$ cat config.mk
export PLATFORM = sky130hd
export DESIGN_NAME = disp_scheduler
export DESIGN_NICKNAME = d
export VERILOG_FILES = /design/src/rtl/disp_scheduler.sv
export SDC_FILE = /design/constraint.sdc
export NUM_CORES = 1
export LEC_CHECK = 0
export CAP_MARGIN = 25
export CELL_PAD_IN_SITES_DETAIL_PLACEMENT = 1
export CELL_PAD_IN_SITES_GLOBAL_PLACEMENT = 1
export CORE_UTILIZATION = 44
export DETAILED_ROUTE_END_ITERATION = 16
export PLACE_DENSITY_LB_ADDON = 0.1
export SLEW_MARGIN = 20
export SYNTH_ARGS = -nofsm -noshare
export SYNTH_HDL_FRONTEND = slang
export SYNTH_SLANG_ARGS = --single-unit
$ cat constraint.sdc
create_clock -name clk -period 4.4 [get_ports clk]
set_input_delay 1.1 -clock clk [delete_from_list [all_inputs] [get_ports clk]]
set_output_delay 1.1 -clock clk [all_outputs]
set_load 0.005 [all_outputs]
$ cat src/rtl/disp_scheduler.sv
// Display message scheduler: chooses between the number and timed ERR/OP/VAL
// messages, holding timed messages for HOLD_CYCLES with a one-deep pending prompt.
module disp_scheduler #(
    parameter int unsigned HOLD_CYCLES = 32'd50000000
) (
    input  logic       clk,
    input  logic       rst,
    input  logic       clr,
    input  logic       num_we,
    input  logic [7:0] bin_in,
    input  logic       sgn_in,
    input  logic [1:0] dot_in,
    input  logic       err_req,
    input  logic       prompt_req,
    input  logic       prompt_sel,
    output logic [1:0] msg,
    output logic [7:0] bin,
    output logic       sgn,
    output logic [1:0] dot,
    output logic       busy,
    output logic       msg_done
);

    localparam int unsigned CNT_W = 32;
    localparam logic [CNT_W-1:0] CNT_LOAD = CNT_W'(HOLD_CYCLES - 32'd1);

    localparam logic [1:0] S_NUM    = 2'd0;
    localparam logic [1:0] S_PROMPT = 2'd1;
    localparam logic [1:0] S_ERR    = 2'd2;

    localparam logic [1:0] MSG_NUM = 2'b00;
    localparam logic [1:0] MSG_OP  = 2'b01;
    localparam logic [1:0] MSG_VAL = 2'b10;
    localparam logic [1:0] MSG_ERR = 2'b11;

    logic [1:0]       state;
    logic [CNT_W-1:0] cnt;
    logic             cur_sel;
    logic             pend_v;
    logic             pend_sel;

    logic [1:0]       nxt_state;
    logic [CNT_W-1:0] nxt_cnt;
    logic             nxt_sel;
    logic             nxt_pend_v;
    logic             nxt_pend_sel;
    logic             nxt_done;
    logic [7:0]       nxt_bin;
    logic             nxt_sgn;
    logic [1:0]       nxt_dot;
    logic [1:0]       nxt_msg;

    // State, counter, pending prompt and all registered outputs
    always_ff @(posedge clk) begin
        if (rst) begin
            state    <= S_NUM;
            cnt      <= '0;
            cur_sel  <= 1'b0;
            pend_v   <= 1'b0;
            pend_sel <= 1'b0;
            msg      <= MSG_NUM;
            bin      <= '0;
            sgn      <= 1'b0;
            dot      <= '0;
            busy     <= 1'b0;
            msg_done <= 1'b0;
        end else begin
            state    <= nxt_state;
            cnt      <= nxt_cnt;
            cur_sel  <= nxt_sel;
            pend_v   <= nxt_pend_v;
            pend_sel <= nxt_pend_sel;
            msg      <= nxt_msg;
            bin      <= nxt_bin;
            sgn      <= nxt_sgn;
            dot      <= nxt_dot;
            busy     <= (nxt_state != S_NUM);
            msg_done <= nxt_done;
        end
    end

    // Next-state logic: clr > err_req > prompt_req; number load is independent
    always_comb begin
        nxt_state    = state;
        nxt_cnt      = cnt;
        nxt_sel      = cur_sel;
        nxt_pend_v   = pend_v;
        nxt_pend_sel = pend_sel;
        nxt_done     = 1'b0;
        nxt_bin      = bin;
        nxt_sgn      = sgn;
        nxt_dot      = dot;

        if (num_we) begin
            nxt_bin = bin_in;
            nxt_sgn = sgn_in;
            nxt_dot = dot_in;
        end

        if (clr) begin
            nxt_bin      = '0;
            nxt_sgn      = 1'b0;
            nxt_dot      = '0;
            nxt_state    = S_NUM;
            nxt_cnt      = '0;
            nxt_pend_v   = 1'b0;
            nxt_pend_sel = 1'b0;
        end else if (err_req) begin
            nxt_state = S_ERR;
            nxt_cnt   = CNT_LOAD;
            if (prompt_req) begin
                nxt_pend_v   = 1'b1;
                nxt_pend_sel = prompt_sel;
            end
        end else if (prompt_req && (state != S_ERR)) begin
            nxt_state = S_PROMPT;
            nxt_sel   = prompt_sel;
            nxt_cnt   = CNT_LOAD;
        end else begin
            // A prompt arriving during ERR is queued; it may be consumed by this same expiry
            if (prompt_req) begin
                nxt_pend_v   = 1'b1;
                nxt_pend_sel = prompt_sel;
            end
            if (state != S_NUM) begin
                if (cnt == '0) begin
                    nxt_done = 1'b1;
                    if ((state == S_ERR) && nxt_pend_v) begin
                        nxt_state    = S_PROMPT;
                        nxt_sel      = nxt_pend_sel;
                        nxt_cnt      = CNT_LOAD;
                        nxt_pend_v   = 1'b0;
                        nxt_pend_sel = 1'b0;
                    end else begin
                        nxt_state = S_NUM;
                        nxt_cnt   = '0;
                    end
                end else begin
                    nxt_cnt = cnt - CNT_W'(1);
                end
            end
        end
    end

    // Message code for the decoder, derived from the upcoming state
    always_comb begin
        nxt_msg = MSG_NUM;
        if (nxt_state == S_ERR) begin
            nxt_msg = MSG_ERR;
        end else if (nxt_state == S_PROMPT) begin
            nxt_msg = nxt_sel ? MSG_VAL : MSG_OP;
        end
    end

endmodule

# After elaboration in Yosys (flattened, before gate mapping)

Cells that the tools add are included.

Output and inout bits: 15
Register bits: 52
Input port bits: 18
Logic and storage cells: 64

Mux-type cells: 36
Bitwise gates (word level): 1
Add/sub/neg operators: 1
Reductions and logical operators: 9
Eq/ne operators: 5

Operators by type and width:

| cell                  | count |
|---|---|
| $mux 26               | 4 |
| $logic_not 32->1      | 1 |
| $mux 32               | 1 |
| $sub 32x1->32 const B | 1 |
| $mux 1                | 23 |
| $mux 2                | 8 |
| $reduce_or 5->1       | 1 |
| $eq 2x2->1 const B    | 2 |
| $ne 2x2->1 const B    | 2 |
| $reduce_bool 2->1     | 2 |
| $reduce_or 4->1       | 1 |
| $reduce_bool 3->1     | 1 |
| $eq 2x1->1 const B    | 1 |
| $logic_and 1x1->1     | 2 |
| $reduce_or 2->1       | 1 |
| $not 1->1             | 1 |

# Longest topological paths before layout

Depth in word-level cells: 15
Depth in mapped cells: 9
Mapped depth without buffers: 8

# Least setup slack after synthesis

Ideal clock, no wire load.

Kind: input to register
From: in prompt_req
To: reg cnt[22]
Setup time: 128 ps
Setup slack: 1875 ps
Data arrival time: 2397 ps
Buffers on the path: 1
Stages: 7
Required time: 4272 ps
Cell sequence: clkbuf_1 -> nor2_1 -> nor2_1 -> nor4_2 -> nor2_1 -> a211oi_1 -> nor3_1

Word-level cells in the longest chain between the ends: 10
Elaborated cells between the ends (all ways): 12
Those cells by class: mux: 9; reduce/logical: 3

RTL lines:

| what                 | RTL line | RTL |
|---|---|---|
| from (decl)          | 14       | `input logic prompt_req,` |
| $mux 1               | 121      | `if (prompt_req) begin` |
| $mux 1               | 115      | `end else if (prompt_req && (state != S_ERR)) begin` |
| $mux 1               | 108      | `end else if (err_req) begin` |
| $mux 1               | 100      | `if (clr) begin` |
| $logic_and 1x1->1    | 128      | `if ((state == S_ERR) && nxt_pend_v) begin` |
| $mux 26              | 128      |  |
| $mux 32              | 126      | `if (cnt == '0) begin` |
| $mux 26              | 125      | `if (state != S_NUM) begin` |
| $mux 26              | 115      |  |
| $mux 26              | 108      |  |
| to (signal assigned) | 69       | `cnt <= nxt_cnt;` |
| to (decl)            | 37       | `logic [CNT_W-1:0] cnt;` |

Parallel ways exist; a longest one is shown, timed or not. The select of a mux whose other input is x is not followed.
A chain may end at the register's enable or synchronous reset.

# Worst setup path in the final report

Ends and elaborated chain as after synthesis.

==> reports/metrics.yaml <==
grt_pass1_vias: 2266
power.switching_mw: 0.269
dpl_cell_area_sq_um: 2910
rows: 27
synth-async-reset-ratio: 0
peakVddDrop_mv: 0.171
clkLatencyLatePin_ns: 0.32
syn-cell-area_sq_um: 2540
routed-via-count: 2341
numCtsBuffers: 5
intPower_mw: 0.724
rsz0062_at_grt: "no"
cpMaxStageDelayCell: "nor4_2"
synth_nets: 325
gr-usage-all-layers: 0.237
via_per_inst: 5.74
cellLeakagePower_nw: 1.06
port_buffers: 32
drive_gt1_frac: 0.0685
place_hpwl_mm: 4.76
pwr-share-seq: 0.509
area_growth_pct: 18.9
status: "completed"
yosysSeqAreaShare: 0.410
slew_violations: 0
grt.overflow.total: 0
cp_top_family: "simple AND/OR/NAND/NOR gates"
yosys_warnings: 0
synth_edf_count: 0
maxSlewHeadroom: 0.390
min_from: "cnt[20]$_SDFFE_PP0P_"
crit_chain: "clkdlybuf4s50_1 -> nor2_1 -> nor2_1 -> nor4_2 -> nor2_1 -> a211oi_1 -> nor3_1"
start_kind: "input port"
core_sq_um: 5540
synthCells: 306
cp_common_cell: "nor2_1"
worstReg2RegStart: "cnt[0]$_SDFFE_PP0P_"
drv_cap: 0
cpPeakStageDelay_ns: 0.81
path_buf_inv: 1
required_ns: 4.60
fin_skew_ns: 0.0124
post-route-period-util: 0.682
nFillCells: 682
tightest_slew_ns: 0.908
cts-root-buf: "clkbuf_8"
synth_cell_types: 49
start_util: 0.458
power_density_nw_per_um2: 329
postSynthAreaPerCell_sq_um: 8.30
layout.nets: 354
die_y_um: 78.0
ys.flop_type: "dfxtp_1"
clk_pin_slew_worst_paths_ns: 0.10
report.final.hold_viol_count: 0
hold_ws_ns: 0.499
first_pass_iters: 4
drtAntennaViolNets: 0
worstPathMaxFanout: 10
h-tree-depth: 2
fin_tns_setup_ns: 0
comb_power_share: 0.155
cts_setup_buffers: 0
dr.first_iter.drc_count: 140
crit_path_start: "prompt_req"
grt_pass1_wl_mm: 11.3
mostFrequentLayoutCells: "nor2_1, dfxtp_1, clkdlybuf4s50_1, a21oi_1, o21ai_0"
post_cts_resized: 0
die_x_um: 78.0
grt_max_degree: 27
design_area_sq_um: 3020
cts_tree: "yes"
yosys_register_bits: 52
max_freq_ghz: 0.333
setup_viol: 0
cp_data_arrival_time_ns: 3.20
cp-end-kind: "register"
total_power_mw: 0.993
worstSetupPathType: "input port to register"
fin_crit_ns: 3.00
cts_buffer_depth: 2
routedWlPerCell_um: 16.3
pwr-share-clk: 0.336
cts_sinks: 52
antennaDiodeCount: 0
io_pins: 33
die_area_sq_um: 6080
final_common_cell: "nor2_1"
switching_share: 0.271
cts-hold-fix-buffers: 0
drc_errors: 0
place_congestion: 0.836
hold_path_class: "register to register"
drt_wl_total_mm: 6.67
antenna_found_initial: 0
==> flip-flops by register name, indices dropped and copies added (netlist names) <==
name and cells:
bin 8, busy 1, cnt 32, cur_sel 1, dot 2, msg 2
msg_done 1, pend_sel 1, pend_v 1, sgn 1, state 2
==> metal layers <==
layer,vias to the layer above,GRT usage,part of all wire
li1,1178,-,-
met1,1122,0.326,0.50
met2,36,0.369,0.45
met3,5,0.0553,0.039
met4,0,0.0648,0.010
met5,-,0,0
==> layout make-up <==
cell class | instances | area, sq um | area share
clock buffer | 6 | 72.6 | 0.0240
clock inverter | 2 | 35.0 | 0.0116
inverter | 5 | 18.8 | 0.00622
multi-input combinational | 235 | 1410 | 0.467
sequential | 52 | 1040 | 0.345
tap | 72 | 90.1 | 0.0298
timing repair buffer | 36 | 350 | 0.116
==> stage by stage <==
step / worst slack [ns] / std cells / util
2_1_floorplan: 1.87 / 306 / -
3_3_place_gp: 1.14 / 400 / 0.526
3_5_place_dp: 1.06 / 400 / 0.526
4_1_cts: 1.42 / 408 / 0.545
5_1_grt: 1.19 / 408 / 0.545
6_report: 1.40 / 408 / 0.545
==> Yosys cell counts (all sizes together), types with 2 or more instances <==
cell type	number	area [sq um]
nor2	54	203
nor4	15	115
o21ai	15	75.1
dfxtp	52	1040
nand2b	3	18.8
nor2b	2	12.5
o41ai	3	26.3
a31oi	7	43.8
nor3	14	75.1
buf	3	26.3
mux2i	14	140
or4	7	56.3
o22ai	4	25.0
a211oi	2	15.0
xnor2	9	78.8
inv	5	18.8
or2	6	37.5
xor2	5	43.8
nand2	14	52.6
a21oi	23	115
clkbuf	11	41.3
nand4	2	12.5
or3	5	31.3
nand3	12	60.1
==> power groups by stage <==
stage          Sequential, mW  Clock (mW)  Combinational (mW)
5_1_grt                 0.508       0.359               0.171
4_1_cts                 0.505       0.339               0.154
3_3_place_gp            0.515           0               0.151
6_report                0.505       0.334               0.154
2_1_floorplan           0.512           0              0.0999
3_5_place_dp            0.515           0               0.153
==> cell families after synthesis <==
| kind of cell | after synthesis | share of synthesized area |
|---|---|---|
| flip-flops | 52 | 0.410 |
| adder cells (fa/ha/maj) | 1 | 0.00493 |
| buffers and inverters | 19 | 0.0340 |
| XOR/XNOR | 14 | 0.0483 |
| AND/OR/NAND/NOR | 141 | 0.292 |
| multiplexers | 14 | 0.0552 |
| AO/OA/AOI/OAI | 65 | 0.155 |
==> path summary, 6_finish.rpt <==
check | slack (ns) | cells after the start | end
max | 1.40 | 7 | cnt[22]$_SDFFE_PP0P_
min | 0.50 | 2 | cnt[20]$_SDFFE_PP0P_
max reg2reg | 1.68 | 8 | msg[1]$_SDFF_PP0_
min reg2reg | 0.50 | 2 | cnt[20]$_SDFFE_PP0P_
==> tightest hold or removal path: stages, from the launching register on <==
cell and delay (ns):
dfxtp_1 0.34, nand2_1 0.06, a21oi_1 0.05
Power figures use the tool's default switching activity.
